==> src/rtl/tenkey_debounce.sv <==
// Ten-key switch debouncer: synchronizes raw switches, accepts a stable pattern,
// and emits one registered pulse per press (or multi_err for chorded keys).
module tenkey_debounce #(
    parameter int DB_CYCLES = 4,
    parameter int CNT_W     = 8
) (
    input  logic       clk,
    input  logic       rst_n,
    input  logic [9:0] sw,
    output logic [9:0] tenkey,
    output logic       key_valid,
    output logic [3:0] key_code,
    output logic       multi_err,
    output logic       busy
);

    typedef enum logic [1:0] {IDLE, DEBOUNCE, HELD, RELEASE} state_t;

    localparam logic [CNT_W-1:0] CNT_LAST = CNT_W'(DB_CYCLES - 1);

    state_t           state, state_nxt;
    logic [9:0]       sw_meta, sync;
    logic [9:0]       snapshot, snapshot_nxt;
    logic [CNT_W-1:0] cnt, cnt_nxt;
    logic             accept;
    logic             snap_onehot;
    logic [3:0]       snap_index;
    logic [9:0]       tenkey_nxt;
    logic             key_valid_nxt;
    logic [3:0]       key_code_nxt;
    logic             multi_err_nxt;

    // NOTE: sequential state uses non-blocking assignments so every flop samples pre-edge values.
    always_ff @(posedge clk or negedge rst_n) begin
        if (!rst_n) begin
            sw_meta <= '0;
            sync    <= '0;
        end else begin
            sw_meta <= sw;
            sync    <= sw_meta;
        end
    end

    always_comb begin
        snap_index = '0;
        for (int i = 0; i < 10; i++) begin
            if (snapshot[i]) snap_index = 4'(i);
        end
    end

    assign snap_onehot = (snapshot != '0) && ((snapshot & (snapshot - 10'd1)) == '0);

    // NOTE: every combinational output gets a default first so no path can infer a latch.
    always_comb begin
        state_nxt    = state;
        snapshot_nxt = snapshot;
        cnt_nxt      = cnt;
        accept       = 1'b0;
        case (state)
            IDLE: begin
                if (sync != '0) begin
                    snapshot_nxt = sync;
                    cnt_nxt      = CNT_W'(1);
                    state_nxt    = DEBOUNCE;
                end
            end
            DEBOUNCE: begin
                if (sync == snapshot) begin
                    if (cnt >= CNT_LAST) begin
                        accept    = 1'b1;
                        state_nxt = HELD;
                    end else begin
                        cnt_nxt = cnt + 1'b1;
                    end
                end else if (sync == '0) begin
                    state_nxt = IDLE;
                end else begin
                    snapshot_nxt = sync;
                    cnt_nxt      = CNT_W'(1);
                end
            end
            HELD: begin
                // Nonzero changes while held are ignored; only a release moves on.
                if (sync == '0) begin
                    cnt_nxt   = CNT_W'(1);
                    state_nxt = RELEASE;
                end
            end
            RELEASE: begin
                if (sync != '0) begin
                    state_nxt = HELD;
                end else if (cnt >= CNT_LAST) begin
                    state_nxt = IDLE;
                end else begin
                    cnt_nxt = cnt + 1'b1;
                end
            end
            default: state_nxt = IDLE;
        endcase

        tenkey_nxt    = (accept && snap_onehot) ? snapshot : '0;
        key_valid_nxt = accept && snap_onehot;
        key_code_nxt  = (accept && snap_onehot) ? snap_index : 4'h0;
        multi_err_nxt = accept && !snap_onehot;
    end

    always_ff @(posedge clk or negedge rst_n) begin
        if (!rst_n) begin
            state     <= IDLE;
            snapshot  <= '0;
            cnt       <= '0;
            tenkey    <= '0;
            key_valid <= 1'b0;
            key_code  <= 4'h0;
            multi_err <= 1'b0;
        end else begin
            state     <= state_nxt;
            snapshot  <= snapshot_nxt;
            cnt       <= cnt_nxt;
            tenkey    <= tenkey_nxt;
            key_valid <= key_valid_nxt;
            key_code  <= key_code_nxt;
            multi_err <= multi_err_nxt;
        end
    end

    assign busy = (state != IDLE);

endmodule

==> config.mk <==
export PLATFORM = sky130hd
export DESIGN_NAME = tenkey_debounce
export DESIGN_NICKNAME = d
export VERILOG_FILES = /design/src/rtl/tenkey_debounce.sv
export SDC_FILE = /design/constraint.sdc
export NUM_CORES = 1
export LEC_CHECK = 0
export CORE_ASPECT_RATIO = 1.25
export CORE_MARGIN = 2
export CORE_UTILIZATION = 53
export CTS_CLUSTER_SIZE = 10
export DETAILED_ROUTE_END_ITERATION = 8
export GPL_TIMING_DRIVEN = 0
export PLACE_DENSITY = 0.88
export REMOVE_ABC_BUFFERS = 1
export SLEW_MARGIN = 20
export SYNTH_ARGS = -nofsm -noshare
export SYNTH_HDL_FRONTEND = slang
export SYNTH_SLANG_ARGS = --single-unit
==> constraint.sdc <==
create_clock -name clk -period 2.82 [get_ports clk]
set_input_delay 0.282 -clock clk [delete_from_list [all_inputs] [get_ports clk]]
set_output_delay 0.282 -clock clk [all_outputs]
set_load 0.05 [all_outputs]
-- Yosys cells after proc, flatten, opt, wreduce, memory -nomap -nowiden
Index checks and enable logic that the tools add are counted.
- output and inout bits: 17
- register bits after elaboration: 56
- logic and storage cells: 73
- $lt $le $gt $ge: 1
- bitwise operators: 1
- reductions and logical operators: 14
- mux-type cells: 33
- equal/unequal tests: 13
- add/sub/neg operators: 2
- operators with widths (kind ; count):
    $mux W8 ; 6
    $mux W10 ; 4
    $mux W4 ; 9
    $pmux W8 S4 ; 1
    $logic_not A10 Y1 ; 2
    $pmux W10 S2 ; 1
    $reduce_bool A10 Y1 ; 2
    $mux W2 ; 7
    $ne A3 B3 Y1 const B ; 4
    $and A10 B10 Y10 ; 1
    $eq A10 B10 Y1 ; 1
    $ne A2 B2 Y1 const B ; 5
    $sub A10 B1 Y10 const B ; 1
    $add A8 B1 Y8 const B ; 1
    $ge A8 B2 Y1 const B ; 1
    $pmux W2 S4 ; 1
    $reduce_and A4 Y1 ; 2
    $reduce_and A5 Y1 ; 1
    $eq A2 B2 Y1 const B ; 2
    $mux W1 ; 4
    $reduce_bool A2 Y1 ; 2
    $logic_and A1 B1 Y1 ; 3
    $eq A2 B1 Y1 const B ; 1
    $logic_not A2 Y1 ; 1
    $logic_not A1 Y1 ; 1

-- Depth between registers and ports, before layout
- depth in word-level cells: 10
- mapped depth: 7
- mapped depth without buffers: 6

-- Worst setup path after synthesis
No wires, ideal clock.
- path type: flip-flop to flip-flop
- from: reg snapshot[2]
- to: reg key_code[2]
- period minus slack after synthesis: 2.233 ns
- arrival: 2.167 ns
- stages on the path, launching flop included: 7
- setup slack: 0.587 ns
- library setup time: 0.067 ns
- required time: 2.753 ns
- cells stage by stage: dfrtp_1 -> or3_4 -> or4_1 -> a21o_1 -> a2111oi_4 -> buf_6 -> o311a_1
- word-level cells in the longest chain between the ends: 6
- elaborated cells on any way between the ends: 10
- RTL lines (item ; RTL line ; source):
    from (decl) ; 23 ; logic [9:0] snapshot, snapshot_nxt;
    from (signal assigned) ; 118 ; snapshot <= snapshot_nxt;
    $sub A10 B1 Y10 ; 51 ; assign snap_onehot = (snapshot != '0) && ((snapshot & (snapshot - 10'd1)) == '0);
    $and A10 B10 Y10 ; 51 ;
    $logic_not A10 Y1 ; 51 ;
    $logic_and A1 B1 Y1 ; 51 ;
    $logic_and A1 B1 Y1 (*) ; n/a ;
    named net key_valid_nxt ; 29 ; logic key_valid_nxt;
    $mux W4 (*) ; 103 ; key_code_nxt = (accept && snap_onehot) ? snap_index : 4'h0;
    named net key_code_nxt[2] ; 30 ; logic [3:0] key_code_nxt;
    to (signal assigned) ; 122 ; key_code <= key_code_nxt;
    to (decl) ; 12 ; output logic [3:0] key_code,
Mark *: on every way through the listed nets, which the timed path passes. The rest lies on a longest branch.
A chain may end at the register's enable or synchronous reset.

-- Worst setup path after layout
- from: reg snapshot[5]
- to: reg key_code[2]
- word-level cells in the longest chain between the ends: 6
- elaborated cells on any way between the ends: 15
- RTL lines (item ; RTL line):
    $sub A10 B1 Y10 or $mux W4 (tied branches) ; 51, 47
    $and A10 B10 Y10 or $mux W4 (tied branches) ; 51, 47
    $logic_not A10 Y1 or $mux W4 (tied branches) ; 51, 47
    $logic_and A1 B1 Y1 or $mux W4 (tied branches) ; 51, 47
    $logic_and A1 B1 Y1 or $mux W4 (tied branches) ; 103, 47
    $mux W4 (*) ; 103
    named net key_code_nxt[2] ; 30
Marks and branches as above.

==> results.yml <==
setup_path:
  crit_start: "snapshot[5]"
  worstRegToRegCells: 5
  reg2reg_slack_ns: 0.26
  crit_type: "reg2reg"
  required_ns: 3.07
  arrival_ns: 2.81
  regToRegStartpoint: "snapshot[5]"
  crit_path_end: "key_code[2]"
  worstSetupStartpointType: "flip-flop"
  worstSetupEndpointType: "flip-flop"
  r2r_end: "key_code[2]"
  critPathMaxFanout: 15
drt:
  drt-initial-drc-count: 36
  met2_length_mm: 1.76
  postRouteAntennaNets: 0
  via_count: 1374
  met1_length_mm: 1.38
  maxUsedRoutingLayer: "met4"
  wl_per_cell_um: 13.6
  drc_errors: 0
  dr_wl_met3_um: 180
  viasPerCell: 5.47
  firstDrtPassIters: 5
  finalWirelength_mm: 3.42
logic_synthesis:
  yosys.cell_count.top_type: "dfrtp_1"
  syn_area_mm2: 0.00217
  ys_seq_area_frac: 0.647
  synth_edf_count: 0
  synth-xor-area-share: 0.0404
  syn_avg_cell_area_um2: 13.5
  synth_ff_type: "dfrtp_1"
  synth_top_area_share: 0.647
  synth_top_area_cell: "dfrtp_1"
  ys_warn_count: 0
  synthMuxAreaShare: 0.0514
  synth_compound_area_frac: 0.0878
  synth_cell_types: 40
  syn-instance-count: 161
  synth_area_leaders: "dfrtp_1, mux2_2, and2_1"
  yosys.area_share.simple: 0.144
  synth_commonest_cells: "dfrtp_1, and2_1, xor2_1"
  synthAdderAreaFrac: 0.0104
  synth-seq-cells: 56
  synth_top_family_by_area: "simple AND/OR/NAND/NOR gates"
  async_flop_share: 1.00
placed_design:
  place_ws_ns: 0.263
  dp.cells: 242
  place.gp.congestion: 0.868
  place_area_mm2: 0.00250
  dpl.hpwl_mm: 2.46
  portBuffers: 28
clock_tree:
  ctsResizeCount: 0
  cts_root_buffer: "clkbuf_8"
  clk_pin_slew_ns: 0.10
  htreeDepth: 2
  cts_buffers: 5
  clockBufferDepth: 2
  clock_latency_ns: 0.31
  numClockSinks: 56
  tritoncts: "yes"
  post-cts-setup-buffers: 0
sta:
  period_needed_ns: 2.56
  slew_headroom: 0.534
  timing.fmax_mhz: 390
  rsz0062_at_grt: "no"
  fin_worst_hold_slack_ns: 0.355
  fin_ws_ns: 0.257
  setup_viol: 0
  clock_skew_ns: 0.00796
  drv_slew: 0
  tightest_slew_ns: 0.692
  setup_tns_ns: 0
  final-hold-violation-count: 0
  period_share: 0.909
pwr:
  power_mw: 1.37
  power.density_mw_per_mm2: 524
  vdd_ir_drop_max_v: 0.000393
  p_leak_nw: 1.15
global_routing:
  grt_pass1_wl_mm: 5.91
  grt_usage: 0.177
  grt_pass1_vias: 1350
  grt_max_degree: 37
  grt_overflow: 0
  antenna_found_initial: 0
final_layout:
  nets: 207
  final_util: 0.652
  final_cells: 251
  syn2layout_area_growth_pct: 20.4
  final_cell_area_mm2: 0.00261
  fillCellCount: 282
  diodes: 0
  drive_above_1_share: 0.123
floorplan:
  coreArea_mm2: 0.00400
  rows: 26
  dieArea_mm2: 0.00462
  fp.dieH_um: 75.5
  die_x_um: 61.2
  ios: 29
  initial_core_util: 0.542
flow_run:
  drv_cap: 0
min_path:
  hp-class: "reg2reg"
run_status:
  status: "complete, no violations"
==> how the worst min path moves through the flow <==
stage	slack, ns	cells past startpoint	from	end
finish	0.36	0	sw_meta[2]	sync[2]
CTS	0.36	0	sw_meta[2]	sync[2]
global route	0.36	0	sw_meta[6]	sync[6]
floorplan	-0.01	0	rst_n	cnt[0]
global placement	0.33	0	sw_meta[1]	sync[1]
detailed placement	0.27	1	rst_n	tenkey[0]
==> placed cells by master (no fill, tap or decap), types with 2 or more instances in the layout <==
cell type | Yosys | layout
and2_1 | 16 | 16
nor2_1 | 4 | 4
nor4_1 | 4 | 4
o31ai_1 | 2 | 2
o21a_1 | 3 | 3
dfrtp_1 | 56 | 56
nand2_1 | 2 | 2
or4_1 | 2 | 2
or2_2 | 3 | 3
nand4_1 | 3 | 3
a31oi_1 | 2 | 2
clkbuf_8 | 0 | 6
inv_1 | 3 | 3
mux2_2 | 9 | 9
xor2_1 | 10 | 10
a21o_1 | 2 | 2
nor3_1 | 5 | 5
clkdlybuf4s50_1 | 0 | 27
o21ai_0 | 3 | 3
nand3_1 | 5 | 5
a21oi_1 | 4 | 4
==> per-layer routing <==
metal | up-vias | track usage
li1 | 639 | -
met1 | 675 | 0.202
met2 | 50 | 0.299
met3 | 10 | 0.0526
met4 | 0 | 0.0894
met5 | - | 0
==> final cells by class <==
type / count / area [um^2] / area share
Timing Repair Buffer: 30 / 305 / 0.117
Clock inverter: 2 / 13.8 / 0.00528
Tap cell: 56 / 70.1 / 0.0269
Sequential cell: 56 / 1400 / 0.537
Clock buffer: 6 / 82.6 / 0.0317
Inverter: 3 / 11.3 / 0.00432
Multi-Input combinational cell: 98 / 724 / 0.278
==> registers in the layout (all words and copies together), names as in the netlist <==
signal	flops
snapshot	10
sw_meta	10
sync	10
tenkey	10
cnt	8
key_code	4
state	2
key_valid	1
multi_err	1
==> kinds of logic (layout without fill, tap and decap cells) <==
family                     after synthesis  count (layout)
AOI/OAI and AO/OA                       24              24
DFF                                     56              56
buffers and inverters                    7              41
muxes                                   10              10
adders and majority gates                2               2
xor gates and xnor gates                10              10
and+or+nand+nor                         52              52
==> critical path, stage by stage, from the launching register on <==
cell       delay (ns)
dfrtp_1          0.49
xor2_1           0.18
nor4_1           0.60
nand4_1          0.30
a2111oi_4        0.66
o311a_1          0.28
==> what timing repair did <==
action	CTS	global route
hold endpoints to repair	20	0
setup endpoints to repair	0	1
hold buffers	1	0
==> report_power, final <==
part	switching (mW)	internal (mW)
clock network	0.246	0.201
logic	0.0364	0.0365
registers	0.0238	0.824
total	0.306	1.06
No activity file was read; power rests on OpenSTA's default activity.
